### src/rtl/pipe_ctrl_pkg.sv
// pipe_ctrl_pkg: shared state encoding, register-zero constant and counter width helper for pipeline_stall_ctrl
package pipe_ctrl_pkg;
  typedef enum logic {RUN = 1'b0, MDU_WAIT = 1'b1} state_t;
  localparam logic [4:0] REG_ZERO = 5'd0;
  function automatic int cnt_w(input int lat);
    return (lat < 2) ? 1 : $clog2(lat);
  endfunction
endpackage

### src/rtl/mdu_stall_counter.sv
// mdu_stall_counter: loadable down-counter (clk, rst, load, load_val, en freezes, zero flag) timing MDU occupancy of EX
module mdu_stall_counter #(
  parameter int W = 2
) (
  input  logic         clk,
  input  logic         rst,
  input  logic         load,
  input  logic [W-1:0] load_val,
  input  logic         en,
  output logic         zero
);
  logic [W-1:0] cnt;
  assign zero = cnt == '0;
  always_ff @(posedge clk)
    if (rst) cnt <= '0;
    else if (en) cnt <= load ? load_val : (zero ? cnt : cnt - 1'b1);
endmodule

### src/rtl/pipeline_stall_ctrl.sv
// pipeline_stall_ctrl: hazard sequencer; hazard inputs (rs1D/rs2D/rdE/loadE/RegWriteE/PCSrcE/mdu_startE/imem_ready/dmem_ready) -> Stall F/D/E/M, Flush D/E/M
module pipeline_stall_ctrl
  import pipe_ctrl_pkg::*;
#(
  parameter int MDU_LAT = 4,
  parameter int RA_W    = 5
) (
  input  logic            clk,
  input  logic            rst,
  input  logic [RA_W-1:0] rs1D,
  input  logic [RA_W-1:0] rs2D,
  input  logic [RA_W-1:0] rdE,
  input  logic            loadE,
  input  logic            RegWriteE,
  input  logic            PCSrcE,
  input  logic            mdu_startE,
  input  logic            imem_ready,
  input  logic            dmem_ready,
  output logic            StallF,
  output logic            StallD,
  output logic            StallE,
  output logic            StallM,
  output logic            FlushD,
  output logic            FlushE,
  output logic            FlushM
);
  localparam int CW = cnt_w(MDU_LAT);
  state_t state, state_n;
  logic mem_wait, mw, act, lu, hold, br, start, lu_stall, zero;
  always_ff @(posedge clk) state <= rst ? RUN : state_n;
  always_comb begin
    mem_wait = !imem_ready || !dmem_ready;
    mw       = !rst && mem_wait;
    act      = !rst && !mem_wait;
    lu       = loadE && RegWriteE && rdE != RA_W'(REG_ZERO) && (rdE == rs1D || rdE == rs2D);
    hold     = act && state == MDU_WAIT && !zero;
    br       = act && !hold && PCSrcE;
    start    = act && state == RUN && !PCSrcE && mdu_startE;
    lu_stall = act && !hold && !PCSrcE && !start && lu;
    StallF   = mw || hold || start || lu_stall;
    StallD   = mw || hold || start || lu_stall;
    StallE   = mw || hold || start;
    StallM   = mw;
    FlushD   = rst || br;
    FlushE   = rst || br || lu_stall;
    FlushM   = rst || hold || start;
    state_n  = start ? MDU_WAIT : (act && state == MDU_WAIT && zero) ? RUN : state;
  end
  mdu_stall_counter #(.W(CW)) u_cnt (
    .clk      (clk),
    .rst      (rst),
    .load     (start),
    .load_val (CW'(MDU_LAT - 2)),
    .en       (!mem_wait),
    .zero     (zero)
  );
endmodule

### config.mk
export PLATFORM = sky130hd
export DESIGN_NAME = pipeline_stall_ctrl
export DESIGN_NICKNAME = d
export VERILOG_FILES = /design/src/rtl/pipe_ctrl_pkg.sv /design/src/rtl/mdu_stall_counter.sv /design/src/rtl/pipeline_stall_ctrl.sv
export SDC_FILE = /design/constraint.sdc
export NUM_CORES = 1
export LEC_CHECK = 0
export CORE_AREA = 2 2 39 41
export CTS_BUF_LIST = sky130_fd_sc_hd__clkbuf_8
export DETAILED_ROUTE_END_ITERATION = 6
export DIE_AREA = 0 0 41 43
export PLACE_DENSITY = 0.8
export REMOVE_ABC_BUFFERS = 1
export SYNTH_ARGS = -nofsm -noshare
export SYNTH_HDL_FRONTEND = slang
export SYNTH_SLANG_ARGS = --single-unit
### constraint.sdc
create_clock -name clk -period 4.65 [get_ports clk]
set_input_delay 1.395 -clock clk [delete_from_list [all_inputs] [get_ports clk]]
set_output_delay 1.395 -clock clk [all_outputs]
set_load 0.005 [all_outputs]
### Yosys cells after proc, flatten, opt, wreduce, memory -nomap -nowiden

Cells that the tools add are included.

| operators by class | value |
|---|---|
| add/subtract/negate cells | 1 |
| equal/unequal tests | 3 |
| muxes and demuxes | 4 |
| bitwise gates (word level) | 2 |
| reduce and logical (&&, ||, !) cells | 37 |

Operators by type and width:

| cell | number |
|---|---|
| $logic_and 1x1->1 | 16 |
| $eq 5x5->1 | 2 |
| $logic_or 1x1->1 | 9 |
| $logic_not 1->1 | 8 |
| $reduce_bool 5->1 | 1 |
| $mux 2 | 2 |
| $logic_not 2->1 | 1 |
| $mux 1 | 2 |
| $ne 2x1->1 const B | 1 |
| $not 1->1 | 2 |
| $reduce_and 2->1 | 1 |
| $reduce_bool 2->1 | 1 |
| $sub 2x1->2 const B | 1 |

| storage, ports and cells | value |
|---|---|
| flip-flop bits (word level) | 3 |
| bits of input ports | 23 |
| output and inout port bits | 7 |
| word-level logic and storage cells | 49 |

### Logic depth before layout (Yosys ltp)

Gate-level depths: netlist of the first run.

| logic depth | value |
|---|---|
| word-level depth | 12 |
| gate-level depth with buffers | 7 |

### By module

From an unflattened synthesis of the first run, not the netlist that was laid out.

| unflattened totals | value |
|---|---|
| cells, all modules | 55 |
| area, all modules | 416.6 µm² |

Modules (own cells, without submodules):

| module | instances | cells an instance | area each (µm²) | sequential area each (µm²) |
|---|---|---|---|---|
| pipeline_stall_ctrl | 1 | 39 | 287.8 | 20.0 |
| mdu_stall_counter | 1 | 16 | 128.9 | 40.0 |

### Least setup slack after synthesis of the first run

OpenSTA, ideal clock, no wires.

| timing path | value |
|---|---|
| kind | input port to output port |
| start | in rst |
| end | out StallF |
| arrival | 2.344 ns |
| required time | 3.255 ns |
| setup slack | 0.911 ns |
| stages on the path | 5 |
| cells stage by stage | clkbuf_1 nor4bb_1 o211ai_2 o22ai_1 buf_4 |

| between the ends | value |
|---|---|
| longest elaborated chain between the ends | 10 |
| elaborated cells between the ends (all ways) | 17 |
| classes of those cells | 17 x reduce/logical |

RTL lines:

| element | RTL line | text |
|---|---|---|
| from (decl) | pipeline_stall_ctrl.sv:9 | `input logic rst,` |
| $logic_not 1->1 (*) | pipeline_stall_ctrl.sv:33, pipeline_stall_ctrl.sv:34 |  |
| $logic_and 1x1->1 | pipeline_stall_ctrl.sv:34 | `act = !rst && !mem_wait;` |
| $logic_and 1x1->1 (2 in series) | pipeline_stall_ctrl.sv:36 | `hold = act && state == MDU_WAIT && !zero;` |
| $logic_not 1->1 | pipeline_stall_ctrl.sv:39 | `lu_stall = act && !hold && !PCSrcE && !start && lu;` |
| $logic_and 1x1->1 (4 in series) | pipeline_stall_ctrl.sv:39 |  |
| $logic_or 1x1->1 (*) | n/a |  |
| to (decl) | pipeline_stall_ctrl.sv:19 | `output logic StallF,` |

Every way passes the cells marked *; elsewhere a longest branch is shown, timed or not.

### Final worst setup path of the first run

| timing path | value |
|---|---|
| start | in rdE[1] |
| end | out StallF |

| between the ends | value |
|---|---|
| longest elaborated chain between the ends | 5 |
| elaborated cells between the ends (all ways) | 8 |
| classes of those cells | 2 x eq/ne; 6 x reduce/logical |

RTL lines:

| element | RTL line | text |
|---|---|---|
| from (decl) | pipeline_stall_ctrl.sv:12 | `input logic [RA_W-1:0] rdE,` |
| $eq 5x5->1 or $reduce_bool 5->1 (tied branches) | pipeline_stall_ctrl.sv:35 | `lu = loadE && RegWriteE && rdE != RA_W'(REG_ZERO) && (rdE == rs1D \|\| rdE == rs2D);` |
| $logic_or 1x1->1 or $logic_and 1x1->1 (tied branches) | pipeline_stall_ctrl.sv:35 |  |
| $logic_and 1x1->1 (*) | pipeline_stall_ctrl.sv:35 |  |
| $logic_and 1x1->1 (*) | pipeline_stall_ctrl.sv:39 |  |
| $logic_or 1x1->1 (*) | pipeline_stall_ctrl.sv:40 | `StallF = mw \|\| hold \|\| start \|\| lu_stall;` |

Marks and branches as above.

==> summary.md, run 1 <==
| Metric | Value |
|---|---|
| Crit path required time | 3.25 ns |
| Worst reg2reg startpoint | state |
| Area leader, netlist | xor2_1 |
| Final Cell Area | about 750 µm² |
| Post-Syn Area per Cell | 7.61 µm² |
| IO Port Bufs | 29 |
| CTS tree | done |
| Antenna violations before repair | 0 |
| CP Launch Type | primary input |
| # hold bufs at CTS | 0 |
| Reg clk slew, reported paths | roughly 0.03 ns |
| Setup Fix Bufs, Post-CTS | 0 |
| Post-route ant nets | 0 |
| Drt pass-1 iters | 2 |
| Clock Latency Late Sink | 0.21 ns |
| Layout Skew | 0.00171 ns |
| Vias in the first global route | 470 |
| Worst r2r path cells | 4 |
| First-pass GRT wire length | between 1500 and 2000 µm |
| Synth area leaders | xor2_1 (23%), dfxtp_1 (16%), nor2_1 (7.9%) |
| Tmin final | 4.55 ns |
| CTS Buffer Depth | 2 |
| Core area | 1380 µm² |
| Largest net degree at the start of global routing | 9 |
| Nets | 108 |
| Root Buffer | clkbuf_8 |
| Cell Area, Synth | 380 µm² |
| Global-route usage over all layers | 0.153 |
| Status | complete, no violations |
| Routed wl met3 | approximately 54 µm |
| I/O pin cnt | 30 |
| Grt total ovfl | 0 |
| P&R area growth vs syn | 97.7% |
| Routed vias | 451 |
| Routed wire length | around 1100 µm |
| Most frequent cells in the layout | clkdlybuf4s50_1 (28), xor2_1 (10), nor2_1 (8) |
| Chip Height | roughly 43 µm |
| MaxCap Viol Count | 0 |
| Max-slew violation count | 0 |
| Setup TNS | 0 ns |
| Die Area | 1760 µm² |
| Commonest non-fill, non-tap cell in the layout | clkdlybuf4s50_1 |
| Starting DRT DRC Count | 6 |
| Least-Margin Pin Slew | 0.300 ns |
| Endpoints failing setup | 0 |
| DPL Wire Length | 960 µm |
| Placed cell areas | slightly below 700 µm² |
| VDD IR-drop max | between 0.1 and 0.15 mV |
| ANT cells | 0 |
| Routed wl met2 | 631 µm |
| Critical hold path startpoint | u_cnt.cnt[0] |
| Hold WC Path Type | register to register |
| Crit share post-route | 0.978 |
| Sequential cell area fraction in the yosys report | 0.158 |
| Ratio of cells with drive above 1 in the final layout | 0.145 |
| CP Data Arrival Time | roughly 3.2 ns |
| Final hold vios | 0 |
| H-tree Lvls | 1 |
| Count of cell types in the netlist | 25 |
| # rows | 14 |
| Pwr Density | 203 nW/µm² |
| Initial Util | 0.275 |
| Sink Count | 3 |
| # DRC | 0 |
| Worst hold stages | 2 |
| CP Class | primary input to output pin |
| Cells after Synth | 50 |
| F_max | 0.220 GHz |
| Routed vias/inst | ~4.6 |
| Crit end category | output pin |
| RePlAce Congestion | 0.688 |
| Die W | 41 µm |
| Post-route insts no fill | 99 |
| Slew margin rel. | 0.798 |
| DP Cell Count | 95 |
| DR WL/cell | about 11 µm |
| M1 WL | 424 µm |
| Register bit total from synthesis | 3 |
| Util after Layout | 0.543 |
| TritonCTS Buffers | 3 |
| YS warnings | 0 |
| # resized after CTS | 0 |
| RSZ-0062 raised after global routing | no |
| CP max FO | 3 |
| P_leak | 0.295 nW |
| Highest metal used | met3 |
| Proportion of netlist area held by the largest area contributor | 0.230 |
| CP startpoint | rdE[1] |
## kinds of logic (layout without fill, tap and decap cells)
family / Yosys count / in the layout / synth area share
AO/OA/AOI/OAI: 11 / 11 / 0.224
XOR/XNOR: 10 / 10 / 0.230
adder cells (fa/ha/maj): 1 / 1 / 0.0329
buffers and inverters: 4 / 37 / 0.0493
flip-flops: 3 / 3 / 0.158
AND/OR/NAND/NOR: 21 / 21 / 0.306
## cell type report
class | instances | area [µm²]
clock buffer | 3 | 41.3
timing repair buffer | 31 | 308
multi-input combinational | 43 | 312
sequential | 3 | 60.1
tap | 16 | 20.0
clock inverter | 1 | 3.75
fill | 141 | 632
inverter | 2 | 7.51
## critical path: stages
cell and delay, ns:
clkdlybuf4s50_1 0.46, or4_1 0.56, o211ai_2 0.17, o22ai_1 0.10, clkdlybuf4s50_1 0.46
## per-layer routing
layer / track usage / up-vias
met1: 0.141 / 196
met3: 0.0314 / 0
met2: 0.294 / 11
met4: 0.0600 / 0
met5: 0 / -
li1: - / 244
## where the power goes
group | internal [mW] | switching, mW
logic | 0.0342 | 0.0194
registers | 0.0268 | 0.000549
clock network | 0.0560 | 0.0155
total | 0.117 | 0.0354
## Yosys cell counts
cell type  instances
xor2_1            10
nor2_1             8
a21oi_1            3
dfxtp_1            3
nor3_1             3
inv_1              2
nand2_1            2
o21bai_1           2
a211oi_2           1
a21o_1             1
a21oi_2            1
a22oi_1            1
buf_4              1
clkbuf_1           1
ha_1               1
nand2b_1           1
nand3_1            1
nor2b_1            1
nor3_2             1
nor3b_1            1
nor4bb_1           1
o211ai_2           1
o22ai_1            1
or3b_4             1
or4_1              1
## stage by stage
step	power (mW)	setup WS (ns)	hold slack [ns]
floorplan	0.0462	1.06	0.439
global placement	0.0796	0.126	0.459
detailed placement	0.0809	0.0845	0.482
CTS	0.156	0.0800	0.507
global route	0.163	0.00225	0.538
finish	0.152	0.103	0.493
## flip-flops by register name, summed over array words and instances (netlist names)
| signal | count |
|---|---|
| u_cnt.cnt | 2 |
| state | 1 |
## final timing paths
check / to / slack (ns)
min: u_cnt.cnt[0] / 0.49
min reg2reg: u_cnt.cnt[0] / 0.49
max reg2reg: u_cnt.cnt[1] / 3.42
max: StallF / 0.10
Note: power is estimated with default switching activity, not from simulation.
==> inputs of run 2 (changes only) <==
- CELL_PAD_IN_SITES_DETAIL_PLACEMENT: default -> 2
- CELL_PAD_IN_SITES_GLOBAL_PLACEMENT: default -> 2
- CORE_AREA: 2 2 39 41 -> default
- CORE_ASPECT_RATIO: default -> 1.4
- CORE_UTILIZATION: default -> 17
- DIE_AREA: 0 0 41 43 -> default
- PLACE_DENSITY: 0.8 -> 0.93
==> run 2 against run 1 <==
Routed wire length is 39% higher. Non-clock buffer count grew 1. Core utilization fell by 17 points. Combinational power up 4.3%. Final cell count rose by 6.1%.
==> summary.md, run 2 (synthesis results as in run 1) <==
| Metric | Value |
|---|---|
| Footprint of the multi-input gates | 308 µm² (was 312 µm²) |
| Endpoints failing setup | 0 (unchanged) |
| CP max FO | 3 (unchanged) |
| Crit path required time | 3.25 ns (about the same) |
| Tmin final | 4.59 ns (was 4.55 ns) |
| Least-Margin Pin Slew | 0.412 ns (was 0.300 ns) |
| Global routing usage on met1 | 0.150 (was 0.141) |
| TritonCTS Buffers | 3 (unchanged) |
| # hold bufs at CTS | 0 (unchanged) |
| Crit share post-route | 0.987 (was 0.978) |
| VDD IR-drop max | 0.0943 mV (was 0.150 mV) |
| Largest net degree at the start of global routing | 9 (unchanged) |
| Die W | 42.0 µm (was 41 µm) |
| Chip Height | 58.0 µm (was 43 µm) |
| Initial Util | 0.186 (was 0.275) |
| Starting DRT DRC Count | 2 (was 6) |
| P_leak | 0.286 nW (was 0.295 nW) |
| Met2 Usage GRT | 0.263 (was 0.294) |
| H-tree Lvls | 1 (unchanged) |
| Slew margin rel. | 0.724 (was 0.798) |
| Core area | 2040 µm² (was 1380 µm²) |
| # DRC | 0 (unchanged) |
| Crit end category | output pin (unchanged) |
| Largest register FFs | 2 (unchanged) |
| DR WL/cell | 14.7 µm (was 11.2 µm) |
| DPL Wire Length | 1280 µm (was 960 µm) |
| Top Registers | u_cnt.cnt x2, state x1 (unchanged) |
| CP Launch Type | primary input (unchanged) |
| # rows | 19 (was 14) |
| CP Class | primary input to output pin (unchanged) |
| Commonest non-fill, non-tap cell in the layout | clkdlybuf4s50_1 (unchanged) |
| GRT busiest layer | met2 (unchanged) |
| Clock Latency Late Sink | 0.21 ns (about the same) |
| Routed wire length | 1540 µm (was 1110 µm) |
| Die Area | 2430 µm² (was 1760 µm²) |
| WHS | 0.478 ns (was 0.493 ns) |
| Most frequent cells in the layout | clkdlybuf4s50_1 (29), xor2_1 (10), nor2_1 (8) (was clkdlybuf4s50_1 (28), xor2_1 (10), nor2_1 (8)) |
| Layout Skew | 0.00154 ns (was 0.00171 ns) |
| ANT cells | 0 (unchanged) |
| Routed vias/inst | 4.87 (was 4.56) |
| Reg clk slew, reported paths | 0.03 ns (about the same) |
| Routed vias | 511 (was 451) |
| Setup TNS | 0 ns (unchanged) |
| F_max | 0.218 GHz (was 0.220 GHz) |
| Drt pass-1 iters | 2 (unchanged) |
| # resized after CTS | 0 (unchanged) |
| Grt total ovfl | 0 (unchanged) |
| Final Power | 0.156 mW (was 0.152 mW) |
| GR Util met3 | 0.0343 (was 0.0314) |
| MaxCap Viol Count | 0 (unchanged) |
| CTS Buffer Depth | 2 (unchanged) |
| Vias in the first global route | 560 (was 470) |
| Max-slew violation count | 0 (unchanged) |
| FF/Latch Area | 60.1 µm² (unchanged) |
| Antenna violations before repair | 0 (unchanged) |
| Worst r2r path cells | 5 (was 4) |
| P&R area growth vs syn | 99.7% (was 97.7%) |
| Final hold vios | 0 (unchanged) |
| RSZ-0062 raised after global routing | no (unchanged) |
| First-pass GRT wire length | 2550 µm (was 1820 µm) |
| Hold WC Path Type | register to register (unchanged) |
| RePlAce Congestion | 0.755 (was 0.688) |
| Worst hold stages | 2 (unchanged) |
| CP Data Arrival Time | 3.19 ns (was 3.15 ns) |
| Root Buffer | clkbuf_8 (unchanged) |
| Sink Count | 3 (unchanged) |
| Biggest register | u_cnt.cnt (unchanged) |
| Fillers | 230 (was 141) |
| CTS tree | done (unchanged) |
| Ratio of cells with drive above 1 in the final layout | 0.143 (was 0.145) |
| Post-route ant nets | 0 (unchanged) |
| Setup Fix Bufs, Post-CTS | 0 (unchanged) |
| IO Port Bufs | 29 (unchanged) |
| Nets | 109 (was 108) |
| I/O pin cnt | 30 (unchanged) |
| Global-route usage over all layers | 0.141 (was 0.153) |
| Status | complete, no violations (unchanged) |
| Pwr Density | 205 nW/µm² (was 203 nW/µm²) |
## run 2: changes by cell type in the layout (fill, tap and decap cells not counted)
| cell | change |
|---|---|
| buf_4 | +1 |
| clkdlybuf4s50_1 | +1 |
| dlymetal6s2s_1 | -1 |
| nor3_1 | +1 |
| nor3_2 | -1 |
| nor3b_1 | +1 |
| nor3b_2 | -1 |
| nor4bb_1 | -1 |
| nor4bb_2 | +1 |
## run 2: area by class of cell
type                    count  area share
repair buffers             32       0.412
multi-input cells          43       0.405
flip-flops and latches      3      0.0791
clock buffers               3      0.0544
well taps                  21      0.0346
inverters                   2     0.00988
clock inverters             1     0.00494
## run 2: where the power goes
| part | switching [mW] | internal [mW] |
|---|---|---|
| clock network | 0.0167 | 0.0562 |
| registers | 0.000629 | 0.0268 |
| logic | 0.0209 | 0.0349 |
| total | 0.0382 | 0.118 |
## run 2: critical path: stages
cell             delay [ns]
clkdlybuf4s50_1        0.47
or4_1                  0.58
o211ai_2               0.18
o22ai_1                0.11
clkdlybuf4s50_1        0.47
## run 2: per-stage QoR
stage / area, µm² / cells / utilization / worst slack (ns)
2_1_floorplan: 369 / 48 / - / 1.06
3_3_place_gp: 708 / 101 / 0.346 / 0.0870
3_5_place_dp: 708 / 101 / 0.346 / 0.0701
4_1_cts: 753 / 105 / 0.368 / 0.0553
5_1_grt: 759 / 105 / 0.371 / 0.0118
6_report: 759 / 105 / 0.371 / 0.0618
## run 2: final timing paths
check / start / end / slack [ns]
setup / recovery: rdE[1] / StallF / 0.06
setup reg to reg: u_cnt.cnt[0] / u_cnt.cnt[0] / 3.30
hold reg to reg: u_cnt.cnt[0] / u_cnt.cnt[0] / 0.48
hold / removal: u_cnt.cnt[0] / u_cnt.cnt[0] / 0.48
## run 2: metal layers
layer / wire length [µm] / up-vias / part of all wire
met5: 0 / - / 0
met4: 0 / 0 / 0
met3: 136 / 0 / 0.088
met2: 824 / 30 / 0.54
met1: 579 / 239 / 0.38
li1: - / 242 / -
